**config.mk**
```make
export PLATFORM = sky130hd
export DESIGN_NAME = temp_average_divider_flat
export DESIGN_NICKNAME = d
export VERILOG_FILES = /design/src/rtl/temp_monitor_pkg.sv /design/src/rtl/temp_average_divider_if.sv /design/src/rtl/seq_divider_core.sv /design/src/rtl/temp_average_divider.sv /design/src/flat_wrapper.sv
export SDC_FILE = /design/constraint.sdc
export NUM_CORES = 1
export LEC_CHECK = 0
export CAP_MARGIN = 20
export CORE_ASPECT_RATIO = 0.9
export CORE_UTILIZATION = 60
export CTS_CLUSTER_SIZE = 20
export DETAILED_ROUTE_END_ITERATION = 8
export GPL_TIMING_DRIVEN = 0
export PLACE_DENSITY_LB_ADDON = 0.05
export SLEW_MARGIN = 40
export SYNTH_ARGS = -nofsm -noshare
export SYNTH_HDL_FRONTEND = slang
export SYNTH_SLANG_ARGS = --single-unit
```
**constraint.sdc**
```tcl
create_clock -name clk_i -period 6.2 [get_ports clk_i]
set_clock_uncertainty 0.15 [all_clocks]
set_input_delay 1.55 -clock clk_i [delete_from_list [all_inputs] [get_ports clk_i]]
set_output_delay 1.55 -clock clk_i [all_outputs]
set_load 0.1 [all_outputs]
```
**src/rtl/temp_monitor_pkg.sv**
```systemverilog
// Shared defaults and types for the temperature monitoring datapath.
package temp_monitor_pkg;
  localparam int unsigned SUM_W_DEF     = 16;
  localparam int unsigned CNT_W_DEF     = 8;
  localparam int unsigned TEMP_LOW_DEF  = 19;
  localparam int unsigned TEMP_HIGH_DEF = 26;

  localparam logic [7:0] AVG_MAX = 8'd255;

  typedef enum logic [1:0] {
    IDLE   = 2'd0,
    DIVIDE = 2'd1,
    ROUND  = 2'd2,
    DONE   = 2'd3
  } state_e;
endpackage

```
**src/rtl/temp_average_divider_if.sv**
```systemverilog
// Request/result bundle between the sensor aggregation stage and the averaging divider.
interface temp_average_divider_if #(
  parameter int unsigned SUM_W = 16,
  parameter int unsigned CNT_W = 8
);
  logic             start_i;
  logic [SUM_W-1:0] temp_sum_i;
  logic [CNT_W-1:0] nr_active_sensors_i;
  logic             busy_o;
  logic             valid_o;
  logic [7:0]       temp_avg_o;
  logic             overflow_o;
  logic             div_by_zero_o;
  logic             alert_low_o;
  logic             alert_high_o;

  modport master (
    output start_i, temp_sum_i, nr_active_sensors_i,
    input  busy_o, valid_o, temp_avg_o, overflow_o, div_by_zero_o,
           alert_low_o, alert_high_o
  );

  modport slave (
    input  start_i, temp_sum_i, nr_active_sensors_i,
    output busy_o, valid_o, temp_avg_o, overflow_o, div_by_zero_o,
           alert_low_o, alert_high_o
  );
endinterface

```
**src/rtl/seq_divider_core.sv**
```systemverilog
// Radix-2 restoring divider: one quotient bit per step, operands captured on load.
module seq_divider_core
  import temp_monitor_pkg::*;
#(
  parameter int unsigned SUM_W = SUM_W_DEF,
  parameter int unsigned CNT_W = CNT_W_DEF
) (
  input  logic             clk_i,
  input  logic             rst_i,
  input  logic             load_i,
  input  logic             step_i,
  input  logic [SUM_W-1:0] dividend_i,
  input  logic [CNT_W-1:0] divisor_i,
  output logic [SUM_W-1:0] quot_o,
  output logic [CNT_W:0]   rem_o,
  output logic [CNT_W-1:0] divisor_o,
  output logic             last_o
);
  localparam int unsigned IW = $clog2(SUM_W + 1);

  logic [SUM_W-1:0] quot_q;
  logic [CNT_W:0]   rem_q;
  logic [CNT_W-1:0] div_q;
  logic [IW-1:0]    iter_q;
  logic [CNT_W:0]   rem_sh;
  logic [CNT_W+1:0] diff;

  // rem stays below the divisor, so its top bit is free to take the shifted-in quotient MSB
  always_comb begin
    rem_sh = {rem_q[CNT_W-1:0], quot_q[SUM_W-1]};
    diff   = {1'b0, rem_sh} - {2'b00, div_q};
  end

  always_ff @(posedge clk_i) begin
    if (rst_i) begin
      quot_q <= '0;
      rem_q  <= '0;
      div_q  <= '0;
      iter_q <= '0;
    end else if (load_i) begin
      quot_q <= dividend_i;
      rem_q  <= '0;
      div_q  <= divisor_i;
      iter_q <= '0;
    end else if (step_i) begin
      iter_q <= iter_q + 1'b1;
      if (diff[CNT_W+1]) begin
        rem_q  <= rem_sh;
        quot_q <= {quot_q[SUM_W-2:0], 1'b0};
      end else begin
        rem_q  <= diff[CNT_W:0];
        quot_q <= {quot_q[SUM_W-2:0], 1'b1};
      end
    end
  end

  always_comb begin
    quot_o    = quot_q;
    rem_o     = rem_q;
    divisor_o = div_q;
    last_o    = (iter_q == IW'(SUM_W - 1));
  end
endmodule

```
**src/rtl/temp_average_divider.sv**
```systemverilog
// Rounded average temperature with saturation and low/high threshold classification.
module temp_average_divider
  import temp_monitor_pkg::*;
#(
  parameter int unsigned SUM_W     = SUM_W_DEF,
  parameter int unsigned CNT_W     = CNT_W_DEF,
  parameter int unsigned TEMP_LOW  = TEMP_LOW_DEF,
  parameter int unsigned TEMP_HIGH = TEMP_HIGH_DEF
) (
  input  logic                  clk_i,
  input  logic                  rst_i,
  temp_average_divider_if.slave bus
);
  localparam logic [7:0] LOW8  = 8'(TEMP_LOW);
  localparam logic [7:0] HIGH8 = 8'(TEMP_HIGH);

  state_e           state_q, state_d;
  logic             accept, load, step;
  logic             dz_q;
  logic [SUM_W:0]   q_q, q_d;
  logic             round_up;
  logic             over;
  logic [7:0]       avg_sat;
  logic [SUM_W-1:0] quot;
  logic [CNT_W:0]   rem;
  logic [CNT_W-1:0] divisor;
  logic             last;

  seq_divider_core #(
    .SUM_W (SUM_W),
    .CNT_W (CNT_W)
  ) u_core (
    .clk_i      (clk_i),
    .rst_i      (rst_i),
    .load_i     (load),
    .step_i     (step),
    .dividend_i (bus.temp_sum_i),
    .divisor_i  (bus.nr_active_sensors_i),
    .quot_o     (quot),
    .rem_o      (rem),
    .divisor_o  (divisor),
    .last_o     (last)
  );

  always_ff @(posedge clk_i) begin
    if (rst_i) state_q <= IDLE;
    else       state_q <= state_d;
  end

  // The valid cycle is already IDLE, so a start coinciding with it must be masked here
  always_comb begin
    state_d = state_q;
    accept  = 1'b0;
    load    = 1'b0;
    step    = 1'b0;
    unique case (state_q)
      IDLE: begin
        if (bus.start_i && !bus.valid_o) begin
          accept = 1'b1;
          if (bus.nr_active_sensors_i == '0) begin
            state_d = DONE;
          end else begin
            load    = 1'b1;
            state_d = DIVIDE;
          end
        end
      end
      DIVIDE: begin
        step = 1'b1;
        if (last) state_d = ROUND;
      end
      ROUND:   state_d = DONE;
      DONE:    state_d = IDLE;
      default: state_d = IDLE;
    endcase
    bus.busy_o = (state_q != IDLE);
  end

  always_comb begin
    round_up = ({rem, 1'b0} >= {2'b00, divisor});
    q_d      = {1'b0, quot} + (SUM_W + 1)'(round_up);
    over     = |q_q[SUM_W:8];
    avg_sat  = over ? AVG_MAX : q_q[7:0];
  end

  always_ff @(posedge clk_i) begin
    if (rst_i) begin
      dz_q              <= 1'b0;
      q_q               <= '0;
      bus.valid_o       <= 1'b0;
      bus.temp_avg_o    <= '0;
      bus.overflow_o    <= 1'b0;
      bus.div_by_zero_o <= 1'b0;
      bus.alert_low_o   <= 1'b0;
      bus.alert_high_o  <= 1'b0;
    end else begin
      bus.valid_o <= 1'b0;
      if (accept) dz_q <= (bus.nr_active_sensors_i == '0);
      if (state_q == ROUND) q_q <= q_d;
      if (state_q == DONE) begin
        bus.valid_o <= 1'b1;
        if (dz_q) begin
          bus.temp_avg_o    <= '0;
          bus.overflow_o    <= 1'b0;
          bus.div_by_zero_o <= 1'b1;
          bus.alert_low_o   <= 1'b0;
          bus.alert_high_o  <= 1'b0;
        end else begin
          bus.temp_avg_o    <= avg_sat;
          bus.overflow_o    <= over;
          bus.div_by_zero_o <= 1'b0;
          bus.alert_low_o   <= (avg_sat < LOW8);
          bus.alert_high_o  <= (avg_sat > HIGH8);
        end
      end
    end
  end
endmodule

```
**src/flat_wrapper.sv**
```systemverilog
// flat-port wrapper written by rule: the top's interface ports become plain ports
module temp_average_divider_flat import temp_monitor_pkg::*;
#(
  parameter int unsigned SUM_W     = SUM_W_DEF,
  parameter int unsigned CNT_W     = CNT_W_DEF,
  parameter int unsigned TEMP_LOW  = TEMP_LOW_DEF,
  parameter int unsigned TEMP_HIGH = TEMP_HIGH_DEF
)
  (clk_i, rst_i, bus_start_i, bus_temp_sum_i, bus_nr_active_sensors_i, bus_busy_o, bus_valid_o, bus_temp_avg_o, bus_overflow_o, bus_div_by_zero_o, bus_alert_low_o, bus_alert_high_o);
  temp_average_divider_if #(.SUM_W(SUM_W), .CNT_W(CNT_W)) bus_i ();
  input  logic clk_i;
  input  logic rst_i;
  input wire logic [$bits(bus_i.start_i)-1:0] bus_start_i;
  input wire logic [$bits(bus_i.temp_sum_i)-1:0] bus_temp_sum_i;
  input wire logic [$bits(bus_i.nr_active_sensors_i)-1:0] bus_nr_active_sensors_i;
  output wire logic [$bits(bus_i.busy_o)-1:0] bus_busy_o;
  output wire logic [$bits(bus_i.valid_o)-1:0] bus_valid_o;
  output wire logic [$bits(bus_i.temp_avg_o)-1:0] bus_temp_avg_o;
  output wire logic [$bits(bus_i.overflow_o)-1:0] bus_overflow_o;
  output wire logic [$bits(bus_i.div_by_zero_o)-1:0] bus_div_by_zero_o;
  output wire logic [$bits(bus_i.alert_low_o)-1:0] bus_alert_low_o;
  output wire logic [$bits(bus_i.alert_high_o)-1:0] bus_alert_high_o;
  assign bus_i.start_i = bus_start_i;
  assign bus_i.temp_sum_i = bus_temp_sum_i;
  assign bus_i.nr_active_sensors_i = bus_nr_active_sensors_i;
  assign bus_busy_o = bus_i.busy_o;
  assign bus_valid_o = bus_i.valid_o;
  assign bus_temp_avg_o = bus_i.temp_avg_o;
  assign bus_overflow_o = bus_i.overflow_o;
  assign bus_div_by_zero_o = bus_i.div_by_zero_o;
  assign bus_alert_low_o = bus_i.alert_low_o;
  assign bus_alert_high_o = bus_i.alert_high_o;
  temp_average_divider #(.SUM_W(SUM_W), .CNT_W(CNT_W), .TEMP_LOW(TEMP_LOW), .TEMP_HIGH(TEMP_HIGH)) u_core (.clk_i(clk_i), .rst_i(rst_i), .bus(bus_i));
endmodule
```
# Word-level counts from Yosys, hierarchy flattened
# Cells that the tools add are included.
# totals
word_cells	55
ff_bits	71
in_bits	27
output_inout_bits	14
# classes
n_reduce_logical	9
muxes	21
order_cmp	3
n_eq_ne	6
add_sub_neg	3
# op_table
cell	count
$mux W16	2
$add A16 B1 Y17	1
$mux W8	2
$mux W1	12
$ge A10 B8 Y1	1
$sub A9 B8 Y10	1
$mux W9	1
$reduce_or A9 Y1	1
$gt A8 B5 Y1 const B	1
$logic_not A8 Y1	1
$lt A8 B5 Y1 const B	1
$pmux W2 S4	1
$mux W2	3
$add A5 B1 Y5 const B	1
$eq A5 B4 Y1 const B	1
$eq A2 B2 Y1 const B	2
$ne A2 B1 Y1 const B	2
$reduce_bool A2 Y1	2
$eq A2 B1 Y1 const B	1
$logic_not A2 Y1	1
$reduce_and A2 Y1	1
$reduce_or A2 Y1	1
$logic_and A1 B1 Y1	1
$logic_not A1 Y1	1

# Longest topological paths before layout
# Gate-level depths: netlist (run 1).
# logic_depth
word_depth	5
depth_mapped	15
ltp_nobuf	14

# By module
# A second synthesis (run 1) with hierarchy kept.
# hier_totals
cells_unflattened	457
hier_area_um2	3867.5
# modules_own_cells
module	cells_each	area_each_um2	instances	seq_area_each_um2
seq_divider_core	245	2094.5	1	760.7
temp_average_divider	212	1773.0	1	660.6

# Least setup slack after synthesis (run 1)
# No wires, ideal clock.
# synth_path
kind	input to register
start	input bus_nr_active_sensors_i[0]
end	register u_core.u_core.rem_q[0] (netlist: u_core.u_core.rem_o[0])
slack_ns	3.177
setup_ns	0.095
stages	5
t_arrival_ns	2.778
cell_sequence	nor4_4 -> a21boi_2 -> or2_1 -> or4_1 -> o311ai_1
# synth_between
elab_chain_cells	5
# synth_lines
item	line	source
start: declaration	flat_wrapper.sv:15	input wire logic [$bits(bus_i.nr_active_sensors_i)-1:0] bus_nr_active_sensors_i;
$logic_not A8 Y1	temp_average_divider.sv:60	if (bus.nr_active_sensors_i == '0) begin
$mux W1	temp_average_divider.sv:60	
$mux W1	temp_average_divider.sv:58	if (bus.start_i && !bus.valid_o) begin
$mux W1	temp_average_divider.sv:56	unique case (state_q)
$reduce_or A2 Y1 (no line)	--	
end signal: assignment	seq_divider_core.sv:48	rem_q <= rem_sh;
end signal: assignment	seq_divider_core.sv:51	rem_q <= diff[CNT_W:0];
end: declaration	seq_divider_core.sv:22	logic [CNT_W:0] rem_q;
# Every way passes these cells.
# A chain may end at the register's enable or synchronous reset.

# Worst setup path in the final report (run 1)
# layout_path
start	register u_core.u_core.div_q[4] (netlist: u_core.u_core.divisor_o[4])
end	register u_core.q_q[14]
# layout_between
elab_chain_cells	2
# layout_lines
item	line	source
start: declaration	seq_divider_core.sv:23	logic [CNT_W-1:0] div_q;
start signal: assignment	seq_divider_core.sv:43	div_q <= divisor_i;
$ge A10 B8 Y1	temp_average_divider.sv:80	round_up = ({rem, 1'b0} >= {2'b00, divisor});
$add A16 B1 Y17	temp_average_divider.sv:81	q_d = {1'b0, quot} + (SUM_W + 1)'(round_up);
end signal: assignment	temp_average_divider.sv:99	if (state_q == ROUND) q_q <= q_d;
end: declaration	temp_average_divider.sv:20	logic [SUM_W:0] q_q, q_d;
# Every way passes these cells.

==> metrics, run 1 <==
result of the run finished clean; Cells after Synth between 400 and 500; Final TNS setup 0 ns; biggest area contributors in the synthesized netlist sky130_fd_sc_hd__dfxtp_1, sky130_fd_sc_hd__mux2i_1, sky130_fd_sc_hd__a211oi_1; largest net degree at the start of global routing 12; cells resized by post-CTS repair 0; final worst-path setup slack ~2.7 ns; initial antenna violation count 0; final routed DRC violation total 0; Post-Synthesis Cell Area 0.003780 sq mm; synthesized netlist net count between 400 and 500; number of buffers created by CTS 9; Crit path top cell by count sky130_fd_sc_hd__ha_1; synthesis-stage register bit count about 70; count of buffers added by post-CTS timing repair for setup 0; start point of the critical path u_core.u_core.divisor_o[4]$_SDFFE_PP0P_; transition time of the tightest slew-check pin around 0.83 ns; category of the worst setup path capture point register; highest-delay cell along the critical path sky130_fd_sc_hd__nor4_2; horizontal extent of the die 85.67 um; VDD IR max between 0.0002 and 0.00025 V; Period Utilization, post-route 0.5643; CP delay by family, top simple AND/OR/NAND/NOR gates; overall die area around 0.0066 sq mm; area of the core 0.006115 sq mm; EDFF count, synth 0; TritonCTS sink count 71; Rel. slew slack 0.4406; max frequency 285.8 MHz; CP Cell Sequence inv_1 -> ha_1 -> a21oi_1 -> and2_1 -> buf_6 -> o21ai_0 -> a21oi_1 -> o21ai_0 -> ha_1 -> ha_1 -> nand3_1 -> nor4_2 -> nand3_1 -> xor2_1 -> a211oi_1; Hold Crit Start u_core.u_core.divisor_o[7]$_SDFFE_PP0P_; routability congestion estimate roughly 0.91; clk slew on worst S/H paths approximately 0.080 ns; CTS H-tree lvls 3; Final Setup Violations 0; die height slightly below 80 um; unrepaired setup endpoints after global routing false; cell taking the most area after synthesis sky130_fd_sc_hd__dfxtp_1; smallest hold slack roughly 0.31 ns; latest clock arrival within the worst-skew pair 0.35 ns; clock tree from TritonCTS yes; global-route wire length before repair approximately 15,000 um; delay of the slowest critical-path stage roughly 0.47 ns; worst endpoint data arrival time 3.61 ns; total overflow reported by the global router 0; post-synthesis cell type count 57; WP data required 6.31 ns; final count of pins violating max slew 0; total power density per cell area 492.0 mW/mm^2; post-DR vias/cell ~5.7; Global Route Usage Sum 0.2873; type of the worst min-delay path reg2reg; CP Launch Type register; HPWL after detailed placement roughly 6400 um; layout-stage area growth over the synthesis result 16.65%; first-iteration detailed-routing DRC count 241; top fanout value on the critical path 8; quantity of hold-fixing buffers added after cts 0; Reg2Reg Launch Point u_core.u_core.divisor_o[4]$_SDFFE_PP0P_; total via count after detailed routing between 3,000 and 4,000; post-DR wirelength/cell roughly 15 um; final total power roughly 2200 uW; hold violation total from the final report 0; Net count, final roughly 540; total number of yosys warnings 0; count of input and output buffers 40; Antenna Cells 0; proportion of synthesized chip area in sequential cells 0.3760; number of maximum-capacitance constraint violations 0; effective utilization at floorplan 0.6182; layout cells sized above 1 0.08946; worst setup path category reg2reg; first-pass detailed-route iteration total 5; CTS Root Buffer Type sky130_fd_sc_hd__clkbuf_8; vias in the first global route between 3,000 and 4,000; minimum clock period 3.499 ns; Leak roughly 0.0016 uW; count of nets left with antenna violations after detail routing 0; setup slack at placement roughly 2.5 ns; row cnt 27; share of synthesized registers carrying an async set or reset 0; leading register cell type out of synthesis sky130_fd_sc_hd__dfxtp_1; Synth top area share 0.3760; maximum root-to-sink buffer count 2; count of pins on the block boundary slightly above 40; combined buffer and inverter count along the critical path 2; Final Routed Wirelength about 8700 um; mean instance size in the synthesized netlist 8.456 sq um
-- synthesized netlist by cell type (all sizes together) (3+ instances only) --
library cell and number:
a31oi 5, o21ai 13, o311ai 4, or4 3
buf 12, mux2i 28, a211oi 29, xor2 8
nand4 6, nand3 18, nor2 57, xnor2 10
clkbuf 17, a311oi 3, or3 4, nand2b 5
nor3 4, a21oi 33, inv 26, and3 5
nor2b 6, nand2 32, nor4 5, dfxtp 71
ha 17
-- cell type report --
class	count	area (sq um)
multi-input combinational	321	2130
fill	509	1705
sequential	71	1421
timing repair buffer	40	330.3
clock buffer	12	145.1
buffer	29	131.4
tap	87	108.9
inverter	26	97.59
clock inverter	4	45.04
-- final timing paths --
| check | end | slack [ns] | depth (start not counted) |
|---|---|---|---|
| worst max-delay path | u_core.q_q[14]$_SDFFE_PP0P_ | 2.70 | 15 |
| worst min-delay path | u_core.u_core.divisor_o[7]$_SDFFE_PP0P_ | 0.31 | 2 |
| worst max register to register | u_core.q_q[14]$_SDFFE_PP0P_ | 2.70 | 15 |
| worst min register to register | u_core.u_core.divisor_o[7]$_SDFFE_PP0P_ | 0.31 | 2 |
-- worst min-delay path, stage by stage, from the launching register on --
cell                      delay [ns]
sky130_fd_sc_hd__dfxtp_1        0.32
sky130_fd_sc_hd__nand2_1        0.05
sky130_fd_sc_hd__a21oi_1        0.05
-- where the power goes --
part / internal (uW) / switching [uW]
clock network: 195 / 167
logic: 424 / 714
registers: 570 / 98.5
-- flip-flops by register name (all words and copies together), names as in the netlist --
| register | cells |
|---|---|
| u_core.q_q | 17 |
| u_core.u_core.quot_o | 16 |
| u_core.u_core.rem_o | 9 |
| u_core.bus.temp_avg_o | 8 |
| u_core.u_core.divisor_o | 8 |
| u_core.u_core.iter_q | 5 |
| u_core.state_q | 2 |
| u_core.bus.alert_high_o | 1 |
| u_core.bus.alert_low_o | 1 |
| u_core.bus.div_by_zero_o | 1 |
| u_core.bus.overflow_o | 1 |
| u_core.bus.valid_o | 1 |
| u_core.dz_q | 1 |
-- per-layer routing --
metal,global-route usage,wire length [um]
met1,0.3906,4198
met2,0.4608,3933
met3,0.06243,513
met4,0.07667,85
met5,0,0
-- metrics by stage --
stage               cell area, sq um  cells  utilization
global placement                4289    574       0.7015
CTS                             4409    590       0.7211
global route                    4409    590       0.7211
finish                          4409    590       0.7211
floorplan                       3780    447            -
detailed placement              4219    574       0.6900
-- cells in the final DEF, fill, tap and decap left out, types with 2 or more instances in the layout --
cell                              instances
sky130_fd_sc_hd__mux2i_1                 28
sky130_fd_sc_hd__clkdlybuf4s50_1         26
sky130_fd_sc_hd__o311ai_1                 2
sky130_fd_sc_hd__nor4_4                   2
sky130_fd_sc_hd__a2111o_1                 2
sky130_fd_sc_hd__inv_1                   26
sky130_fd_sc_hd__nor3_1                   4
sky130_fd_sc_hd__and2_1                   2
sky130_fd_sc_hd__o311ai_0                 2
sky130_fd_sc_hd__nor4_1                   2
sky130_fd_sc_hd__a31oi_1                  5
sky130_fd_sc_hd__buf_1                    5
sky130_fd_sc_hd__xnor2_1                 10
sky130_fd_sc_hd__nand3_1                 18
sky130_fd_sc_hd__or4_1                    3
sky130_fd_sc_hd__o221ai_1                 2
sky130_fd_sc_hd__a211oi_1                29
sky130_fd_sc_hd__o21ai_0                 12
sky130_fd_sc_hd__buf_2                   19
sky130_fd_sc_hd__a21oi_1                 32
sky130_fd_sc_hd__or3_1                    4
sky130_fd_sc_hd__nand4_1                  6
sky130_fd_sc_hd__nand2b_1                 5
sky130_fd_sc_hd__clkinv_2                 3
sky130_fd_sc_hd__xor2_1                   8
sky130_fd_sc_hd__nor2b_1                  6
sky130_fd_sc_hd__nand2_1                 32
sky130_fd_sc_hd__nor2_1                  57
sky130_fd_sc_hd__and3_1                   4
sky130_fd_sc_hd__buf_6                    2
sky130_fd_sc_hd__clkbuf_1                18
sky130_fd_sc_hd__clkbuf_8                10
sky130_fd_sc_hd__a311oi_1                 3
sky130_fd_sc_hd__dfxtp_1                 71
sky130_fd_sc_hd__ha_1                    17
-- cells by family (layout without fill, tap and decap cells) --
logic type,Yosys count,after routing,synth area share
compound gates,106,106,0.1897
xor+xnor,18,18,0.04171
fa+ha+maj,18,18,0.06157
buf+inv,55,111,0.06057
flops,71,71,0.3760
mux,28,28,0.07415
simple gates,151,151,0.1963
Note: power is estimated with default switching activity, not from simulation.
==> run 2: changes to the inputs <==
--- a/config.mk
+++ b/config.mk
@@ -7,7 +7,7 @@
 export LEC_CHECK = 0
 export CAP_MARGIN = 20
 export CORE_ASPECT_RATIO = 0.9
-export CORE_UTILIZATION = 60
+export CORE_UTILIZATION = 57
 export CTS_CLUSTER_SIZE = 20
 export DETAILED_ROUTE_END_ITERATION = 8
 export GPL_TIMING_DRIVEN = 0
==> constraint.sdc (replaced) <==
create_clock -name clk_i -period 3.3 [get_ports clk_i]
set_clock_uncertainty 0.15 [all_clocks]
set_input_delay 0.825 -clock clk_i [delete_from_list [all_inputs] [get_ports clk_i]]
set_output_delay 0.825 -clock clk_i [all_outputs]
set_load 0.1 [all_outputs]
==> run 2 against run 1 <==
Effect of this change: fmax rose by 12%; sequential cell count unchanged; critical path depth unchanged; register-to-register slack got worse by 2.5 ns; hold slack better by 0.0018 ns; non-clock buffer count unchanged; design area rose by 1.3%; sequential power up 90%; utilization decreased by 0.62 points; critical endpoint unchanged; largest power group unchanged.
==> metrics, run 2 (synthesis results as in run 1) <==
result of the run finished clean; horizontal extent of the die 87.84 um (+2.5%); quantity of hold-fixing buffers added after cts 0 (unchanged); vias in the first global route 3,368 (+6.9%); number of maximum-capacitance constraint violations 0 (unchanged); clock tree from TritonCTS yes; worst reg-to-reg path cell count 15 (unchanged); final routed DRC violation total 0 (unchanged); Most flops, register u_core.q_q; Register-to-Register Setup Slack 0.17 ns (-2.53 ns); effective utilization at floorplan 0.6048 (-0.01337); utilization after layout 0.7149 (-0.006182); count of buffers added by post-CTS timing repair for setup 0 (unchanged); latest clock arrival within the worst-skew pair 0.35 ns (about the same); Global Route Usage Sum 0.2883 (+0.0009272); Clk network pwr share 0.155 (-0.012); Int Power 2207 uW (+86%); met3 usage 0.07484 (+0.01241); die height 79.26 um (+2.5%); Final Routed Wirelength 9215 um (+5.6%); TritonCTS sink count 71 (unchanged); transition time of the tightest slew-check pin 0.7777 ns (-0.05638 ns); overall die area 0.006962 sq mm (+5.1%); initial antenna violation count 0 (unchanged); max frequency 319.9 MHz (+12%); HPWL after detailed placement 6705 um (+4.7%); total overflow reported by the global router 0 (unchanged); Leak 0.001628 uW (+0.16%); post-DR wirelength/cell 15.62 um (+5.6%); Final TNS setup 0 ns (unchanged); layout-stage area growth over the synthesis result 18.21%; type of the worst min-delay path reg2reg; flip-flop count of the largest register, all copies and words added 17 (unchanged); M1 GR Usage 0.3880 (-0.002619); unrepaired setup endpoints after global routing false; area of the core 0.006250 sq mm (+2.2%); top fanout value on the critical path 8 (unchanged); clk slew on worst S/H paths 0.07 ns (about the same); fraction of met2 tracks used by global routing 0.4519 (-0.008862); fraction of power spent switching nets 0.4634 (+0.01168); total via count after detailed routing 3,467 (+2.8%); WP data required 3.42 ns (-2.89 ns); worst setup path category reg2reg; CP Cell Sequence inv_1 -> ha_4 -> nand3_1 -> and2_1 -> buf_6 -> o21ai_0 -> a21oi_1 -> o21ai_2 -> ha_2 -> ha_2 -> nand3_4 -> nor4_4 -> nand3_1 -> xor2_1 -> a211oi_1; first-pass detailed-route iteration total 5 (unchanged); highest-delay cell along the critical path sky130_fd_sc_hd__nor4_4; final-layout fill cell count 491 (-3.5%); most common cell after layout, fill and taps aside sky130_fd_sc_hd__dfxtp_1; top library cells by usage in the layout, fill and taps aside sky130_fd_sc_hd__dfxtp_1, sky130_fd_sc_hd__nor2_1, sky130_fd_sc_hd__nand2_1, sky130_fd_sc_hd__a21oi_1; maximum root-to-sink buffer count 2 (unchanged); cell count of the worst hold path 2 (unchanged); Comb pwr share 0.537 (+0.012); count of input and output buffers 40 (unchanged); number of buffers created by CTS 9 (unchanged); GRT busiest layer met2; Seq pwr share 0.308 (about the same); CTS H-tree lvls 3 (unchanged); Reg2Reg Launch Point u_core.u_core.divisor_o[3]$_SDFFE_PP0P_; Min-Delay Endpoint u_core.u_core.divisor_o[2]$_SDFFE_PP0P_; layout cells sized above 1 0.1093 (+0.01988); count of non-filler cells in the finished layout 590 (unchanged); worst endpoint data arrival time 3.24 ns (-0.37 ns); routability congestion estimate 0.8945 (-1.4%); hold violation total from the final report 0 (unchanged); final count of pins violating max slew 0 (unchanged); CTS Root Buffer Type sky130_fd_sc_hd__clkbuf_8; Worst R2R End u_core.q_q[14]$_SDFFE_PP0P_; number of placed instances with taps included 574 (unchanged); first-iteration detailed-routing DRC count 247 (+2.5%); global-route wire length before repair 15,460 um (+4.0%); delay of the slowest critical-path stage 0.37 ns (-0.10 ns); category of the worst setup path capture point register; count of pins on the block boundary 41 (unchanged); minimum clock period 3.126 ns (-0.3730 ns); smallest hold slack 0.3115 ns (+0.001780 ns); Net count, final 543 (unchanged); Final Setup Violations 0 (unchanged); net switching power figure 1906 uW (+94%); Period Utilization, post-route 0.9472 (+0.3829); total power density per cell area 920.5 mW/mm^2 (+87%); largest net degree at the start of global routing 13 (+1); Hold Crit Start u_core.u_core.divisor_o[2]$_SDFFE_PP0P_; row cnt 27 (unchanged); Rel. slew slack 0.4791 (+0.03852); VDD IR max 0.0003898 V (+82%); Antenna Cells 0 (unchanged); count of nets left with antenna violations after detail routing 0 (unchanged); CP Launch Type register; post-DR vias/cell 5.876 (+2.8%)
## run 2: changes by cell type in the layout (fill, tap and decap cells not counted), moves of 2 or more
cell / before / now
sky130_fd_sc_hd__clkbuf_1: 18 / 16
sky130_fd_sc_hd__clkinvlp_4: 0 / 3
sky130_fd_sc_hd__ha_1: 17 / 13
sky130_fd_sc_hd__ha_2: 0 / 2
sky130_fd_sc_hd__ha_4: 0 / 2
## run 2: how the worst max path moves through the flow
stage	start	endpoint	slack [ns]	cells after the start
after global routing	u_core.u_core.divisor_o[4]$_SDFFE_PP0P_	u_core.q_q[14]$_SDFFE_PP0P_	0.005	15
after CTS	u_core.u_core.divisor_o[4]$_SDFFE_PP0P_	u_core.q_q[15]$_SDFFE_PP0P_	0.11	14
after floorplan	u_core.u_core.divisor_o[4]$_SDFFE_PP0P_	u_core.q_q[14]$_SDFFE_PP0P_	0.37	15
after global placement	u_core.u_core.divisor_o[4]$_SDFFE_PP0P_	u_core.q_q[14]$_SDFFE_PP0P_	-0.09	15
final	u_core.u_core.divisor_o[3]$_SDFFE_PP0P_	u_core.q_q[14]$_SDFFE_PP0P_	0.17	15
after detailed placement	u_core.u_core.divisor_o[4]$_SDFFE_PP0P_	u_core.q_q[14]$_SDFFE_PP0P_	-0.15	15
## run 2: timing repair
item | CTS | global route
endpoints found under the hold margin | 0 | 0
setup endpoints to repair | 1 | 6
pin swaps | 1 | 5
resized for setup | 2 | 9
gates cloned | 0 | 0
## run 2: worst max-delay path: cells and delay by family, from the launching register on
family                   cells  cell delay [ns]
AND/OR/NAND/NOR              5             0.87
adder cells (fa/ha/maj)      3             0.68
AO/OA/AOI/OAI                4             0.61
flip-flops                   1             0.36
buffers and inverters        2             0.21
XOR/XNOR                     1             0.16
## run 2: metal layers
metal / wire (um) / vias up
met4: 160 / 0
li1: - / 1696
met1: 4309 / 1638
met3: 580 / 17
met2: 4165 / 116
met5: 0 / -
## run 2: power groups by stage
stage	clock, uW	sequential [uW]	combinational (uW)
detailed placement	0	1270	2100
global placement	0	1260	2090
finish	638	1270	2210
floorplan	0	1360	1520
CTS	647	1250	2130
global route	681	1300	2430
## run 2: through the flow
| step | power, uW | setup WS, ns | cell area [sq um] |
|---|---|---|---|
| finish | 4113 | 0.1741 | 4468 |
| global route | 4404 | 0.004768 | 4468 |
| CTS | 4030 | 0.1139 | 4412 |
| detailed placement | 3373 | -0.1462 | 4219 |
| global placement | 3354 | -0.08989 | 4289 |
| floorplan | 2881 | 0.3742 | 3780 |
## run 2: final cells by class
type | instances | area (sq um) | area share
clock inverters | 5 | 32.53 | 0.007281
plain buffers | 29 | 131.4 | 0.02940
multi-input cells | 321 | 2195 | 0.4912
repair buffers | 40 | 330.3 | 0.07393
flip-flops and latches | 71 | 1421 | 0.3181
clock buffers | 11 | 151.4 | 0.03388
inverters | 26 | 97.59 | 0.02184
well taps | 87 | 108.9 | 0.02436
==> run 3: changes to the inputs <==
--- a/config.mk
+++ b/config.mk
@@ -12,7 +12,9 @@
 export DETAILED_ROUTE_END_ITERATION = 8
 export GPL_TIMING_DRIVEN = 0
 export PLACE_DENSITY_LB_ADDON = 0.05
+export SETUP_SLACK_MARGIN = 0.2
 export SLEW_MARGIN = 40
 export SYNTH_ARGS = -nofsm -noshare
 export SYNTH_HDL_FRONTEND = slang
+export SYNTH_HIERARCHICAL = 1
 export SYNTH_SLANG_ARGS = --single-unit
==> run 3 against run 2 <==
Effect of this change: synthesized area is 2.3% higher; critical path type is now in2reg; cell count is 1.9% higher; register-to-register slack better by 0.28 ns; global-route usage is 2.4 points lower; first-iteration DRC count is 5.7% higher; count of clock-buffer cells in the layout is 1 lower; largest cell class unchanged; combinational power is 9.5% lower; non-clock buffer count is 5 lower; hold slack worse by 0.029 ns; via count is 2.3% lower.
==> metrics, run 3 <==
result of the run finished clean; Net count, final 558 (+2.8%); count of nets left with antenna violations after detail routing 0 (unchanged); first-pass detailed-route iteration total 4 (-1); initial antenna violation count 0 (unchanged); overall die area 0.007119 sq mm (+2.3%); Comb pwr share 0.503 (-0.034); CTS H-tree lvls 3 (unchanged); total power density per cell area 880.0 mW/mm^2 (-4.4%); clk slew on worst S/H paths 0.07 ns (about the same); leading register cell type out of synthesis sky130_fd_sc_hd__dfxtp_1; biggest area contributors in the synthesized netlist sky130_fd_sc_hd__dfxtp_1, sky130_fd_sc_hd__nor2_1, sky130_fd_sc_hd__ha_1; top fanout value on the critical path 9 (+1); fraction of power spent switching nets 0.4427 (-0.02073); Synth top area share 0.3675 (-0.008516); Antenna Cells 0 (unchanged); CP Launch Type primary input; die height 80.15 um (+1.1%); start point of the critical path bus_nr_active_sensors_i[1]; count of buffers added by post-CTS timing repair for setup 0 (unchanged); total number of yosys warnings 6 (+6); count of non-filler cells in the finished layout 601 (+1.9%); EDFF count, synth 0 (unchanged); post-synthesis cell type count 57 (unchanged); share of synthesized registers carrying an async set or reset 0 (unchanged); Post-Synthesis Cell Area 0.003867 sq mm (+2.3%); unrepaired setup endpoints after global routing false; Final Routed Wirelength 8751 um (-5.0%); maximum root-to-sink buffer count 2 (unchanged); number of maximum-capacitance constraint violations 0 (unchanged); Final TNS setup 0 ns (unchanged); quantity of hold-fixing buffers added after cts 0 (unchanged); transition time of the tightest slew-check pin 0.6812 ns (-0.09653 ns); CP Cell Sequence clkdlybuf4s50_1 -> or4_4 -> nor2_4 -> nor2_1 -> clkbuf_2 -> or2_2 -> buf_2 -> nor3b_1 -> o21ai_0 -> o311ai_0; global-route wire length before repair 14,380 um (-7.0%); net switching power figure 1757 uW (-7.8%); Global Route Usage Sum 0.2646 (-0.02362); post-DR vias/cell 5.637 (-4.1%); final-layout fill cell count 578 (+18%); layout cells sized above 1 0.1096 (+0.0002451); Period Utilization, post-route 0.9054 (-0.04182); delay of the slowest critical-path stage 0.59 ns (+0.22 ns); worst endpoint data arrival time 3.08 ns (-0.16 ns); proportion of synthesized chip area in sequential cells 0.3675 (-0.008516); most numerous cell in the Yosys netlist sky130_fd_sc_hd__nor2_1; most common cell after layout, fill and taps aside sky130_fd_sc_hd__nor2_1; layout-stage area growth over the synthesis result 16.63%; post-DR wirelength/cell 14.56 um (-6.8%); Register-to-Register Setup Slack 0.45 ns (+0.28 ns); post-route standard cell area excluding fillers 0.004511 sq mm (+0.95%); Final Setup Violations 0 (unchanged); fraction of met2 tracks used by global routing 0.4092 (-0.04271); count of input and output buffers 39 (-2.5%); flip-flop count of the largest register, all copies and words added 17 (unchanged); utilization after layout 0.6885 (-0.02641); hold violation total from the final report 0 (unchanged); effective utilization at floorplan 0.5903 (-0.01447); count of pins on the block boundary 41 (unchanged); type of the worst min-delay path reg2reg; worst setup path category in2reg; latest clock arrival within the worst-skew pair 0.35 ns (about the same); HPWL after detailed placement 6484 um (-3.3%); number of placed instances with taps included 586 (+2.1%); WP data required 3.39 ns (-0.03 ns); timing endpoint of the critical path u_core/u_core/rem_o[0]$_SDFFE_PP0P_; minimum clock period 2.988 ns (-0.1380 ns); Reg2Reg Launch Point u_core/u_core/divisor_o[1]$_SDFFE_PP0P_; mean instance size in the synthesized netlist 8.463 sq um (about the same); cell taking the most area after synthesis sky130_fd_sc_hd__dfxtp_1; max frequency 334.7 MHz (+4.6%); area of the core 0.006551 sq mm (+4.8%); Int Power 2212 uW (+0.25%); total via count after detailed routing 3,388 (-2.3%); M1 GR Usage 0.3653 (-0.02270); CP delay by family, top simple AND/OR/NAND/NOR gates; Leak 0.001771 uW (+8.8%); first-iteration detailed-routing DRC count 261 (+5.7%); synthesis-stage register bit count 71 (unchanged); final count of pins violating max slew 0 (unchanged); standard cell area after detailed placement 0.004300 sq mm (+1.9%); final total power 3969 uW (-3.5%); total overflow reported by the global router 0 (unchanged); Most flops, register u_core/q_q; final routed DRC violation total 0 (unchanged); Worst R2R End u_core/q_q[13]$_SDFFE_PP0P_; clock tree from TritonCTS yes; Seq pwr share 0.323 (+0.015); CTS Root Buffer Type sky130_fd_sc_hd__clkbuf_8; synthesized netlist net count 508 (+3.3%); top post-synthesis cells by count sky130_fd_sc_hd__nor2_1, sky130_fd_sc_hd__dfxtp_1, sky130_fd_sc_hd__nand2_1; TritonCTS sink count 71 (unchanged); GRT busiest layer met2; number of buffers created by CTS 9 (unchanged); highest-delay cell along the critical path sky130_fd_sc_hd__or4_4; routability congestion estimate 0.8340 (-6.8%); Stages on worst setup path 10 (-5); Rel. slew slack 0.5459 (+0.06678); worst reg-to-reg path cell count 11 (-4); largest net degree at the start of global routing 13 (unchanged); VDD IR max 0.0004999 V (+28%); met3 usage 0.06578 (-0.009068); Cells after Synth 457 (+2.2%); category of the worst setup path capture point register; Clk network pwr share 0.174 (+0.019); combined buffer and inverter count along the critical path 3 (+1); top library cells by usage in the layout, fill and taps aside sky130_fd_sc_hd__nor2_1, sky130_fd_sc_hd__dfxtp_1, sky130_fd_sc_hd__nand2_1; vias in the first global route 3,076 (-8.7%); horizontal extent of the die 88.83 um (+1.1%); row cnt 28 (+3.7%)
-- run 3: changes by cell type in the layout (fill, tap and decap cells not counted), moves of 4 or more --
cell / change
sky130_fd_sc_hd__ha_1: +10
sky130_fd_sc_hd__nor2_1: +21
sky130_fd_sc_hd__a21oi_1: -8
sky130_fd_sc_hd__nand3_1: -7
sky130_fd_sc_hd__nand3b_1: +5
sky130_fd_sc_hd__a211oi_1: -14
sky130_fd_sc_hd__nand2_1: -4
sky130_fd_sc_hd__inv_1: -5
sky130_fd_sc_hd__o21ai_0: +11
-- run 3: worst min-delay path by stage --
stage | end | from | depth (start not counted)
floorplan | u_core/q_q[16]$_SDFFE_PP0P_ | u_core/q_q[16]$_SDFFE_PP0P_ | 2
global placement | u_core/bus.temp_avg_o[3]$_SDFFE_PP0P_ | u_core/bus.temp_avg_o[3]$_SDFFE_PP0P_ | 2
detailed placement | u_core/bus.temp_avg_o[5]$_SDFFE_PP0P_ | u_core/bus.temp_avg_o[5]$_SDFFE_PP0P_ | 2
CTS | u_core/bus.temp_avg_o[5]$_SDFFE_PP0P_ | u_core/bus.temp_avg_o[5]$_SDFFE_PP0P_ | 2
global route | u_core/bus.temp_avg_o[6]$_SDFFE_PP0P_ | u_core/bus.temp_avg_o[6]$_SDFFE_PP0P_ | 2
finish | u_core/bus.temp_avg_o[5]$_SDFFE_PP0P_ | u_core/bus.temp_avg_o[5]$_SDFFE_PP0P_ | 2
-- run 3: area by class of cell --
cell class                      instances  area, sq um  area share
Inverter                               21        78.83     0.01748
Clock buffer                           10        137.6     0.03051
Multi-Input combinational cell        340         2252      0.4993
Timing Repair Buffer                   39        320.3     0.07101
Tap cell                               90        112.6     0.02497
Sequential cell                        71         1421      0.3151
Buffer                                 25        128.9     0.02857
Clock inverter                          5        58.81     0.01304
-- run 3: layer usage --
layer  share of wire  vias up
li1                -     1712
met1            0.48     1557
met2            0.44      109
met3           0.068       10
met4           0.012        0
met5               0        -
-- run 3: metrics by stage --
stage          hold slack, ns  setup WS (ns)
4_1_cts                0.2881         0.2115
2_1_floorplan          0.2958         0.5719
3_3_place_gp           0.2742        -0.1273
5_1_grt                0.3081         0.1937
6_report               0.2825         0.3121
3_5_place_dp           0.2768        -0.2280
-- run 3: worst reg2reg max path: stages, from the launching register on --
cell	delay (ns)
sky130_fd_sc_hd__dfxtp_1	0.40
sky130_fd_sc_hd__inv_1	0.06
sky130_fd_sc_hd__ha_1	0.26
sky130_fd_sc_hd__nor2b_1	0.12
sky130_fd_sc_hd__o211ai_1	0.10
sky130_fd_sc_hd__and3_1	0.16
sky130_fd_sc_hd__o21ai_1	0.23
sky130_fd_sc_hd__ha_1	0.26
sky130_fd_sc_hd__and4_4	0.28
sky130_fd_sc_hd__nand4_4	0.13
sky130_fd_sc_hd__or3_1	0.35
sky130_fd_sc_hd__a311oi_1	0.26
-- run 3: kinds of logic after synthesis --
kind of cell               after synthesis  share of synthesized area
and+or+nand+nor                        172                     0.2177
AOI/OAI and AO/OA                      100                     0.1728
DFF                                     71                     0.3675
buffers and inverters                   46                    0.05403
muxes                                   27                    0.06988
adders and majority gates               24                    0.07959
xor gates and xnor gates                17                    0.03850
-- run 3: power groups by stage --
| stage | clock [uW] | sequential [uW] | combinational (uW) |
|---|---|---|---|
| finish | 691 | 1280 | 2000 |
| global route | 743 | 1310 | 2210 |
| CTS | 707 | 1280 | 1970 |
| detailed placement | 0 | 1290 | 1960 |
| global placement | 0 | 1290 | 1950 |
| floorplan | 0 | 1410 | 1390 |
-- run 3: what timing repair did --
item                                    CTS  global route
cloned                                    0             0
endpoints found under the setup margin    4            20
gates resized for setup                   2             7
